--- src/rtl/store_ctrl_if.sv ---
// ---------------------------------------------------------------------------
// store_ctrl_if
// Bundles the request/response handshake of the load/store stage and the
// single-port synchronous data RAM bus used by store_ctrl.
//
// Signals:
//   req_valid/req_ready   request handshake (transfer when both high)
//   req_wr, req_size      store/load and size code (000 byte, 001 half, 010 word)
//   req_addr, req_wdata   byte address and right-aligned store data
//   rsp_valid, rsp_err    one-cycle completion pulse and reject flag
//   rsp_rdata             raw RAM word of the last completed load
//   mem_addr              RAM word address
//   mem_re, mem_we        RAM read / write strobes
//   mem_wdata, mem_rdata  RAM write / read data
//   mem_wstrb             per-byte write enable (only with STORE_CTRL_WSTRB_EN)
//
// Modports:
//   slave  - the sequencer (store_ctrl)
//   master - the environment driving requests and modelling the RAM
// ---------------------------------------------------------------------------
interface store_ctrl_if #(
  parameter int ADDR_W = 32
) ();

  logic              req_valid;
  logic              req_ready;
  logic              req_wr;
  logic [2:0]        req_size;
  logic [ADDR_W-1:0] req_addr;
  logic [31:0]       req_wdata;
  logic              rsp_valid;
  logic              rsp_err;
  logic [31:0]       rsp_rdata;
  logic [ADDR_W-3:0] mem_addr;
  logic              mem_re;
  logic              mem_we;
  logic [31:0]       mem_wdata;
  logic [31:0]       mem_rdata;
`ifdef STORE_CTRL_WSTRB_EN
  logic [3:0]        mem_wstrb;
`endif

  modport slave (
    input  req_valid,
    input  req_wr,
    input  req_size,
    input  req_addr,
    input  req_wdata,
    input  mem_rdata,
`ifdef STORE_CTRL_WSTRB_EN
    output mem_wstrb,
`endif
    output req_ready,
    output rsp_valid,
    output rsp_err,
    output rsp_rdata,
    output mem_addr,
    output mem_re,
    output mem_we,
    output mem_wdata
  );

  modport master (
    output req_valid,
    output req_wr,
    output req_size,
    output req_addr,
    output req_wdata,
    output mem_rdata,
`ifdef STORE_CTRL_WSTRB_EN
    input  mem_wstrb,
`endif
    input  req_ready,
    input  rsp_valid,
    input  rsp_err,
    input  rsp_rdata,
    input  mem_addr,
    input  mem_re,
    input  mem_we,
    input  mem_wdata
  );

endinterface

--- src/rtl/store_ctrl.sv ---
// ---------------------------------------------------------------------------
// store_ctrl
// Sequencer between the load/store stage and a single-port synchronous data
// RAM. One request at a time: word stores are a single write, sub-word stores
// a read-modify-write with byte-lane merge, loads a single read. Misaligned or
// illegal-size requests are answered with rsp_err without any RAM access.
//
// Ports:
//   clk  rising-edge clock
//   rst  asynchronous active-high reset (drops any request in flight)
//   bus  store_ctrl_if.slave: request/response handshake and RAM bus
//
// Build option:
//   STORE_CTRL_WSTRB_EN - RAM has byte write enables (mem_wstrb); sub-word
//   stores are written directly with lane-replicated data instead of the
//   read-modify-write sequence.
//
// Latency from the accept edge to rsp_valid: error 1, word store 2, load 3,
// sub-word store 4 (2 with STORE_CTRL_WSTRB_EN).
// ---------------------------------------------------------------------------
module store_ctrl #(
  parameter int ADDR_W = 32
) (
  input logic         clk,
  input logic         rst,
  store_ctrl_if.slave bus
);

  localparam logic [2:0] SZ_BYTE = 3'b000;
  localparam logic [2:0] SZ_HALF = 3'b001;
  localparam logic [2:0] SZ_WORD = 3'b010;

  typedef enum logic [2:0] {
    S_IDLE  = 3'd0,
    S_READ  = 3'd1,
    S_CAPT  = 3'd2,
    S_WRITE = 3'd3,
    S_RESP  = 3'd4
  } state_t;

  state_t            state_r;
  state_t            state_s;
  logic              wr_r;
  logic [2:0]        size_r;
  logic [ADDR_W-1:0] addr_r;
  logic [31:0]       data_r;   // store data, later the merged word
  logic              err_r;
  logic [31:0]       rdata_r;
  logic              accept_s;
  logic              bad_s;
`ifdef STORE_CTRL_WSTRB_EN
  logic [3:0]        strb_r;
`endif

  // Illegal size code or an address not aligned to the access size.
  function automatic logic req_illegal(input logic [2:0] size, input logic [1:0] lane);
    logic bad;
    case (size)
      SZ_BYTE: bad = 1'b0;
      SZ_HALF: bad = lane[0];
      SZ_WORD: bad = (lane != 2'b00);
      default: bad = 1'b1;
    endcase
    return bad;
  endfunction

  // Replace only the addressed byte lanes of the RAM word with store data.
  function automatic logic [31:0] merge_lanes(input logic [31:0] old_word,
                                              input logic [31:0] wdata,
                                              input logic [2:0]  size,
                                              input logic [1:0]  lane);
    logic [31:0] merged;
    merged = old_word;
    case (size)
      SZ_BYTE: begin
        case (lane)
          2'd0:    merged[7:0]   = wdata[7:0];
          2'd1:    merged[15:8]  = wdata[7:0];
          2'd2:    merged[23:16] = wdata[7:0];
          2'd3:    merged[31:24] = wdata[7:0];
          default: merged        = old_word;
        endcase
      end
      SZ_HALF: begin
        if (lane[1]) begin
          merged[31:16] = wdata[15:0];
        end else begin
          merged[15:0]  = wdata[15:0];
        end
      end
      default: merged = wdata;
    endcase
    return merged;
  endfunction

`ifdef STORE_CTRL_WSTRB_EN
  // Copy the right-aligned store data into every lane it could target.
  function automatic logic [31:0] replicate_lanes(input logic [31:0] wdata,
                                                  input logic [2:0]  size);
    logic [31:0] rep;
    case (size)
      SZ_BYTE: rep = {4{wdata[7:0]}};
      SZ_HALF: rep = {2{wdata[15:0]}};
      default: rep = wdata;
    endcase
    return rep;
  endfunction

  // Byte write enables for the addressed lanes.
  function automatic logic [3:0] lane_strobes(input logic [2:0] size,
                                              input logic [1:0] lane);
    logic [3:0] strb;
    case (size)
      SZ_BYTE: strb = 4'b0001 << lane;
      SZ_HALF: strb = lane[1] ? 4'b1100 : 4'b0011;
      default: strb = 4'b1111;
    endcase
    return strb;
  endfunction
`endif

  assign accept_s = bus.req_valid && (state_r == S_IDLE);
  assign bad_s    = req_illegal(bus.req_size, bus.req_addr[1:0]);

  // State register.
  always_ff @(posedge clk or posedge rst) begin
    if (rst) begin
      state_r <= S_IDLE;
    end else begin
      state_r <= state_s;
    end
  end

  // Next-state decode.
  always_comb begin
    state_s = state_r;
    case (state_r)
      S_IDLE: begin
        if (bus.req_valid) begin
          if (bad_s) begin
            state_s = S_RESP;
`ifdef STORE_CTRL_WSTRB_EN
          end else if (bus.req_wr) begin
`else
          end else if (bus.req_wr && (bus.req_size == SZ_WORD)) begin
`endif
            state_s = S_WRITE;
          end else begin
            state_s = S_READ;
          end
        end else begin
          state_s = S_IDLE;
        end
      end
      S_READ: state_s = S_CAPT;
      S_CAPT: begin
        if (wr_r) begin
          state_s = S_WRITE;
        end else begin
          state_s = S_RESP;
        end
      end
      S_WRITE: state_s = S_RESP;
      S_RESP:  state_s = S_IDLE;
      default: state_s = S_IDLE;
    endcase
  end

  // Request latch on accept; load capture or lane merge in CAPT.
  always_ff @(posedge clk or posedge rst) begin
    if (rst) begin
      wr_r    <= 1'b0;
      size_r  <= 3'b000;
      addr_r  <= '0;
      data_r  <= 32'h0000_0000;
      err_r   <= 1'b0;
      rdata_r <= 32'h0000_0000;
`ifdef STORE_CTRL_WSTRB_EN
      strb_r  <= 4'b0000;
`endif
    end else if (accept_s) begin
      wr_r   <= bus.req_wr;
      size_r <= bus.req_size;
      addr_r <= bus.req_addr;
      err_r  <= bad_s;
`ifdef STORE_CTRL_WSTRB_EN
      data_r <= replicate_lanes(bus.req_wdata, bus.req_size);
      strb_r <= lane_strobes(bus.req_size, bus.req_addr[1:0]);
`else
      data_r <= bus.req_wdata;
`endif
    end else if (state_r == S_CAPT) begin
      // mem_rdata holds the word requested in READ during this cycle.
      if (wr_r) begin
        data_r <= merge_lanes(bus.mem_rdata, data_r, size_r, addr_r[1:0]);
      end else begin
        rdata_r <= bus.mem_rdata;
      end
    end
  end

  // Strobes and response are decoded from the state register only, so the
  // asynchronous reset drops them immediately.
  assign bus.req_ready = (state_r == S_IDLE);
  assign bus.rsp_valid = (state_r == S_RESP);
  assign bus.rsp_err   = (state_r == S_RESP) && err_r;
  assign bus.rsp_rdata = rdata_r;
  assign bus.mem_addr  = addr_r[ADDR_W-1:2];
  assign bus.mem_re    = (state_r == S_READ);
  assign bus.mem_we    = (state_r == S_WRITE);
  assign bus.mem_wdata = data_r;
`ifdef STORE_CTRL_WSTRB_EN
  assign bus.mem_wstrb = (state_r == S_WRITE) ? strb_r : 4'b0000;
`endif

endmodule
--- src/flat_wrapper.sv ---
// flat-port wrapper written by rule: the top's interface ports become plain ports
module store_ctrl_flat 
#(
  parameter int ADDR_W = 32
)
  (clk, rst, bus_req_valid, bus_req_wr, bus_req_size, bus_req_addr, bus_req_wdata, bus_mem_rdata, bus_req_ready, bus_rsp_valid, bus_rsp_err, bus_rsp_rdata, bus_mem_addr, bus_mem_re, bus_mem_we, bus_mem_wdata);
  store_ctrl_if #(.ADDR_W(ADDR_W)) bus_i ();
  input logic clk;
  input logic rst;
  input wire logic [$bits(bus_i.req_valid)-1:0] bus_req_valid;
  input wire logic [$bits(bus_i.req_wr)-1:0] bus_req_wr;
  input wire logic [$bits(bus_i.req_size)-1:0] bus_req_size;
  input wire logic [$bits(bus_i.req_addr)-1:0] bus_req_addr;
  input wire logic [$bits(bus_i.req_wdata)-1:0] bus_req_wdata;
  input wire logic [$bits(bus_i.mem_rdata)-1:0] bus_mem_rdata;
  output wire logic [$bits(bus_i.req_ready)-1:0] bus_req_ready;
  output wire logic [$bits(bus_i.rsp_valid)-1:0] bus_rsp_valid;
  output wire logic [$bits(bus_i.rsp_err)-1:0] bus_rsp_err;
  output wire logic [$bits(bus_i.rsp_rdata)-1:0] bus_rsp_rdata;
  output wire logic [$bits(bus_i.mem_addr)-1:0] bus_mem_addr;
  output wire logic [$bits(bus_i.mem_re)-1:0] bus_mem_re;
  output wire logic [$bits(bus_i.mem_we)-1:0] bus_mem_we;
  output wire logic [$bits(bus_i.mem_wdata)-1:0] bus_mem_wdata;
  assign bus_i.req_valid = bus_req_valid;
  assign bus_i.req_wr = bus_req_wr;
  assign bus_i.req_size = bus_req_size;
  assign bus_i.req_addr = bus_req_addr;
  assign bus_i.req_wdata = bus_req_wdata;
  assign bus_i.mem_rdata = bus_mem_rdata;
  assign bus_req_ready = bus_i.req_ready;
  assign bus_rsp_valid = bus_i.rsp_valid;
  assign bus_rsp_err = bus_i.rsp_err;
  assign bus_rsp_rdata = bus_i.rsp_rdata;
  assign bus_mem_addr = bus_i.mem_addr;
  assign bus_mem_re = bus_i.mem_re;
  assign bus_mem_we = bus_i.mem_we;
  assign bus_mem_wdata = bus_i.mem_wdata;
  store_ctrl #(.ADDR_W(ADDR_W)) u_core (.clk(clk), .rst(rst), .bus(bus_i));
endmodule
--- config.mk ---
export PLATFORM = sky130hd
export DESIGN_NAME = store_ctrl_flat
export DESIGN_NICKNAME = d
export VERILOG_FILES = /design/src/rtl/store_ctrl_if.sv /design/src/rtl/store_ctrl.sv /design/src/flat_wrapper.sv
export SDC_FILE = /design/constraint.sdc
export NUM_CORES = 1
export LEC_CHECK = 0
export ABC_AREA = 1
export BUFFER_PORTS_ARGS = -buffer_cell sky130_fd_sc_hd__buf_2
export CAP_MARGIN = 20
export CORE_MARGIN = 2
export CORE_UTILIZATION = 30
export CTS_BUF_LIST = sky130_fd_sc_hd__clkbuf_4
export DETAILED_ROUTE_END_ITERATION = 16
export SYNTH_ARGS = -nofsm -noshare
export SYNTH_HDL_FRONTEND = slang
export SYNTH_SLANG_ARGS = --single-unit
--- constraint.sdc ---
create_clock -name clk -period 6.7 [get_ports clk]
set_input_delay 0.67 -clock clk [delete_from_list [all_inputs] [get_ports clk]]
set_output_delay 0.67 -clock clk [all_outputs]
set_load 0.05 [all_outputs]
==> impl_results.md, run 1 <==
* Outcome: finished, final reports clean
* WP data required at 7.07 ns
* Worst-Margin Slew at 0.996 ns
* Top cell type's share of synthesized area at 0.485
* Total Routed Length at 16300 microns
* Layout Nets at between 900 and 1000
* DR WL/cell at 15.0 microns
* Max_slew headroom at 0.336
* Synthesis-to-finish area growth at 20.5%
* TritonCTS clock tree: yes
* Period utilization at 0.387
* Top cells by area, synth: dfrtp_1, nand2_1, nand3_1
* Synth warn at 0
* Cells after synthesis at 706
* Io pins at 202
* Avg Cell Area, Syn at around 7.6 sq um
* Gr ovfl total at 0
* Num CTS Buffers at 9
* Detailed-route via count at 4937
* FMAX at 386 MHz
* Number of cell rows at 48
* Number of distinct library cells after synthesis at 29
* Endpoints failing setup at 0
* Skew-Pair Late Insertion Delay at 0.49 ns
* Seq/Total Area, Yosys at 0.485
* Initial antenna violation count at 1
* Crit. End Element: flop
* Post-route ant nets at 0
* Max Slew Vio Count at 0
* Final hold vios at 0
* IO buf count at 201
* Total GRT Usage at 0.175
* Routability cong. at roughly 0.78
* Drt initial violations at 242
* CTS max path bufs at 2
* Worst setup SP type: flop
* Largest net degree at the start of global routing at 91
* DIE WIDTH at 138 microns
* Minimum clock period after layout at 2.59 ns
* Fin Setup TNS at 0 ns
* Drt first pass iters at 5
* Clock slew at the register clock pins of the worst setup and hold paths at around 0.18 ns
* Crit path DAT at 2.96 ns
* H-Tree Level Count at 3
* Worst min path class: input pin to async pin
* Root Buffer: clkbuf_4
* FF+latch count, synth at between 100 and 150
* Drc violations at 0
* Synth Net Count at 809
* Clock sinks at 104
* Dpl hpwl at 11700 microns
* Max capacitance violation total at 0
* Placeable Area at 0.0174 sq mm
* Number of setup buffers added after CTS at 0
* Die Y at 138 microns
* Final Skew at between 0.02 and 0.025 ns
* Final-layout fill cell count at 1922
* First-pass GRT wire length at 25200 microns
* Vias per cell at 4.53
* Vias in the first global route at 4688
* Cts repair resizes at 0
* Fraction of layout cells with a size suffix above 1 at 0.284
* Cts hold-fix bufs at 0
* Largest fanout on the critical path at 90
* Unrepaired setup endpoints after global routing: no
* Syn Std Cell Area at 0.00537 sq mm
* Area leader, netlist: dfrtp_1
* Starting Density at 0.308
* Crit Path Class: flop to flop
* Die area at 0.0190 sq mm
==> logic make-up (layout without fill, tap and decap cells) <==
logic type / Yosys count / after routing / share of synthesized area
AOI/OAI and AO/OA: 60 / 60 / 0.0561
buffers and inverters: 113 / 272 / 0.106
DFF: 104 / 104 / 0.485
muxes: 8 / 8 / 0.0168
other: 0 / 1 / 0
and+or+nand+nor: 421 / 421 / 0.336
==> layer usage <==
metal  track usage  part of all wire  wire length, microns
met5             0                 0                     0
met1         0.248              0.47                  7730
met4        0.0590             0.013                   220
met2         0.267              0.45                  7330
met3        0.0324             0.064                  1040
==> worst max-delay path, stage by stage (launching register included) <==
cell     delay (ns)
dfrtp_1        0.53
nor2_4         0.11
nand3_4        0.06
buf_4          0.74
inv_2          0.60
o21ai_0        0.27
o21ai_0        0.12
==> cells in the mapped netlist <==
library cell / n
clkinv_1: 1
nand3_4: 1
buf_6: 1
nand2_2: 2
nor2_2: 1
nor3_1: 3
mux2_2: 8
buf_1: 3
inv_1: 45
buf_2: 18
nand2_4: 2
nor2_1: 7
nor2_4: 2
o21ai_0: 51
nand4_1: 17
buf_4: 31
nor4_1: 1
or2_1: 1
a31oi_1: 1
clkbuf_1: 8
o21ai_1: 7
clkbuf_2: 1
a21oi_1: 1
or2_0: 15
nand3_2: 2
nand2_1: 309
nand3_1: 58
dfrtp_1: 104
inv_2: 5
==> placed cells by master (no fill, tap or decap), types with 7 or more instances in the layout <==
master,netlist,layout
nand4_1,17,17
buf_2,18,201
o21ai_1,7,7
inv_1,45,44
nand2_1,309,309
clkbuf_4,0,9
dfrtp_1,104,104
or2_0,15,15
nand3_1,58,57
o21ai_0,51,51
mux2_2,8,8
nor2_1,7,7
==> metrics by stage <==
stage	area (sq um)	cells	utilization	setup slack [ns]	hold slack, ns
2_1_floorplan	5370	706	-	3.30	0.450
3_3_place_gp	6310	1073	0.362	3.90	0.458
3_5_place_dp	6310	1073	0.362	3.84	0.460
4_1_cts	6450	1089	0.370	4.09	0.0902
5_1_grt	6470	1091	0.372	3.85	0.116
6_report	6470	1091	0.372	4.11	0.116
==> layout make-up <==
type	instances	area, sq um	share of cell area
repair buffers	205	1050	0.162
clock buffers	9	67.6	0.0104
diodes	1	2.50	0.000387
inverters	51	194	0.0300
flip-flops and latches	104	2600	0.402
clock inverters	7	72.6	0.0112
multi-input cells	489	2200	0.340
well taps	225	282	0.0435
==> state kept, by name, summed over array words and instances, names as in the netlist <==
signal	cells
u_core.state_r	3
u_core.bus.rsp_rdata	32
u_core.bus.mem_wdata	32
u_core.addr_r	32
u_core.size_r	3
u_core.wr_r	1
u_core.err_r	1
==> final timing paths <==
check	start	to	slack, ns	depth (start not counted)
max	u_core.state_r[2]	u_core.err_r	4.11	6
min	rst	u_core.bus.rsp_rdata[3]	0.12	2
max reg2reg	u_core.state_r[2]	u_core.err_r	4.11	6
min reg2reg	u_core.bus.mem_wdata[29]	u_core.bus.mem_wdata[29]	0.50	2
max in group asynchronous	rst	u_core.bus.mem_wdata[25]	5.47	4
min in group clk	bus_req_addr[27]	u_core.addr_r[27]	0.35	3
Power of run 1 is left out: the tool's default activity adds up to more than one toggle a clock period on the data nets, which glitch-free logic cannot reach.
==> inputs of run 2 (changes only) <==
==> constraint.sdc (replaced) <==
create_clock -name clk -period 2.65 [get_ports clk]
set_input_delay 0.265 -clock clk [delete_from_list [all_inputs] [get_ports clk]]
set_output_delay 0.265 -clock clk [all_outputs]
set_load 0.05 [all_outputs]
==> run 2 against run 1 <==
Net effect: first-iteration DRC count decreased by 7.4%; register-to-register slack got worse by 3.5 ns; sequential cell count unchanged; worst hold slack got worse by 0.063 ns; fmax is 27% higher; core utilization grew 3.0 points; wire length grew 2.4%; clock skew decreased by 0.0044 ns; non-clock buffer count is 51 higher; cell count increased by 4.6%.
==> impl_results.md, run 2 (synthesis results as in run 1) <==
* Placed Cells at 1078 (was 1073)
* CP Launch Point: u_core.state_r[1] (was u_core.state_r[2])
* Logic pwr share at 0.624
* Final Skew at 0.0178 ns (was 0.0221 ns)
* Clock slew at the register clock pins of the worst setup and hold paths at 0.17 ns (was 0.18 ns)
* Most frequent cells in the layout: nand2_1, buf_2, dfrtp_1 (unchanged)
* Final hold slack at 0.0529 ns (was 0.116 ns)
* Drt first pass iters at 4 (was 5)
* Drt initial violations at 224 (was 242)
* DR WL/cell at 14.6 microns (was 15.0 microns)
* FMAX at 489 MHz (was 386 MHz)
* R2R Setup Slk at 0.61 ns (was 4.11 ns)
* Max capacitance violation total at 0 (unchanged)
* Synthesis-to-finish area growth at 30.1% (was 20.5%)
* Num CTS Buffers at 9 (unchanged)
* Number of setup buffers added after CTS at 0 (unchanged)
* Total Routed Length at 16700 microns (was 16300 microns)
* Sw frac at 0.587
* Reg-to-reg startpoint: u_core.state_r[1] (was u_core.state_r[2])
* Gr ovfl total at 0 (unchanged)
* Reg2reg end: u_core.bus.mem_wdata[9] (was u_core.err_r)
* Clk pwr share at 0.089
* Sequential power share at 0.288
* Worst min path class: input pin to flop (was input pin to async pin)
* Final hold vios at 0 (unchanged)
* Worst-Margin Slew at 0.593 ns (was 0.996 ns)
* Utilization after layout at 0.401 (was 0.372)
* Initial antenna violation count at 0 (was 1)
* Cells on worst reg2reg path at 8 (was 6)
* Post-route ant nets at 0 (unchanged)
* Root Buffer: clkbuf_4 (unchanged)
* P_sw at 5.92 mW
* Period utilization at 0.771 (was 0.387)
* Dpl hpwl at 11800 microns (was 11700 microns)
* Commonest non-fill, non-tap cell in the layout: nand2_1 (unchanged)
* IO buf count at 201 (unchanged)
* Die area at 0.0190 sq mm (unchanged)
* Io pins at 202 (unchanged)
* DIE WIDTH at 138 microns (unchanged)
* Die Y at 138 microns (unchanged)
* Max_slew headroom at 0.604 (was 0.336)
* Starting Density at 0.308 (unchanged)
* Power Total at 10.1 mW
* Crit path DAT at 2.48 ns (was 2.96 ns)
* Fraction of layout cells with a size suffix above 1 at 0.273 (was 0.284)
* Largest fanout on the critical path at 31 (was 90)
* Detailed-route via count at 5096 (was 4937)
* Clock sinks at 104 (unchanged)
* Minimum clock period after layout at 2.04 ns (was 2.59 ns)
* Lkg Pwr at between 3 and 4 nW
* Fin Setup TNS at 0 ns (unchanged)
* Outcome: finished, final reports clean (unchanged)
* Antenna diode count at 0 (was 1)
* Non-Filler Instances at 1141 (was 1091)
* Total GRT Usage at 0.177 (was 0.175)
* Unrepaired setup endpoints after global routing: no (unchanged)
* Internal power at 4.16 mW
* Skew-Pair Late Insertion Delay at 0.49 ns (about the same)
* Worst setup SP type: flop (unchanged)
* CTS max path bufs at 2 (unchanged)
* First-pass GRT wire length at 25400 microns (was 25200 microns)
* Drc violations at 0 (unchanged)
* Crit. End Element: flop (unchanged)
* Hold_sp: bus_req_size[2]
* Vias in the first global route at 4849 (was 4688)
* Layout Nets at 1014 (was 963)
* Crit Path Class: flop to flop (unchanged)
* Largest net degree at the start of global routing at 81 (was 91)
* CP endpoint: u_core.bus.mem_wdata[9] (was u_core.err_r)
* H-Tree Level Count at 3 (unchanged)
* PD cells at 1440 mW/mm^2
* Worst vdd ir at 815 uV
* Vias per cell at 4.47 (was 4.53)
* Placeable Area at 0.0174 sq mm (unchanged)
* TritonCTS clock tree: yes (unchanged)
* Routability cong. at 0.823 (was 0.784)
* Max Slew Vio Count at 0 (unchanged)
* Number of cell rows at 48 (unchanged)
* Endpoints failing setup at 0 (unchanged)
* WP data required at 3.09 ns (was 7.07 ns)
-- run 2: cell count changes in the layout (fill, tap and decap cells not counted), sizes merged --
cell / delta
buf: +4
clkinv: -3
dlygate4sd3: +47
inv: +2
diode: -1
clkbuf: +1
-- run 2: metal layers --
layer | GRT usage | vias up | wire length [microns]
li1 | - | 2611 | -
met1 | 0.236 | 2269 | 7620
met2 | 0.289 | 200 | 7600
met3 | 0.0475 | 16 | 1290
met4 | 0.0391 | 0 | 195
met5 | 0 | - | 0
-- run 2: power by group through the flow --
stage                     registers, mW  logic (mW)  clock network [mW]
final                              2.90        6.29               0.894
after global routing               3.01        6.85               0.994
after CTS                          2.90        6.36               0.947
after detailed placement           2.93        6.30                   0
after global placement             2.93        6.23                   0
after floorplan                    4.52        3.41                   0
-- run 2: how the worst min path moves through the flow --
| stage | cells past startpoint | to | slack (ns) |
|---|---|---|---|
| after global placement | 2 | u_core.bus.rsp_rdata[1] | 0.35 |
| after floorplan | 2 | u_core.addr_r[10] | 0.37 |
| final | 3 | u_core.size_r[2] | 0.05 |
| after CTS | 3 | u_core.size_r[2] | 0.004 |
| after detailed placement | 2 | u_core.bus.rsp_rdata[1] | 0.36 |
| after global routing | 3 | u_core.size_r[2] | 0.005 |
-- run 2: final cells by class --
type                       count  area (sq um)
fill                        1816         10400
sequential                   104          2600
multi-input combinational    489          2200
timing repair buffer         256          1560
tap                          225           282
inverter                      51           195
clock buffer                  10          75.1
clock inverter                 6          72.6
-- run 2: critical path, stage by stage, from the launching register on --
cell and delay [ns]:
dfrtp_1 0.48, nor2_4 0.27, nand3_4 0.35, inv_2 0.38
buf_12 0.23, nand2_1 0.07, nand2_1 0.09, nand2_1 0.05
nand2_1 0.06
-- run 2: what timing repair did --
| item | CTS | global route |
|---|---|---|
| gates resized for setup | 0 | 0 |
| hold buffers | 47 | 0 |
| hold endpoints to repair | 70 | 0 |
-- run 2: per-stage QoR --
stage / setup slack [ns] / cell area [sq um]
4_1_cts: 0.546 / 6990
6_report: 0.606 / 6990
2_1_floorplan: 0.346 / 5380
3_5_place_dp: 0.591 / 6370
3_3_place_gp: 0.625 / 6370
5_1_grt: 0.370 / 6990
(Power assumes the default switching activity.)
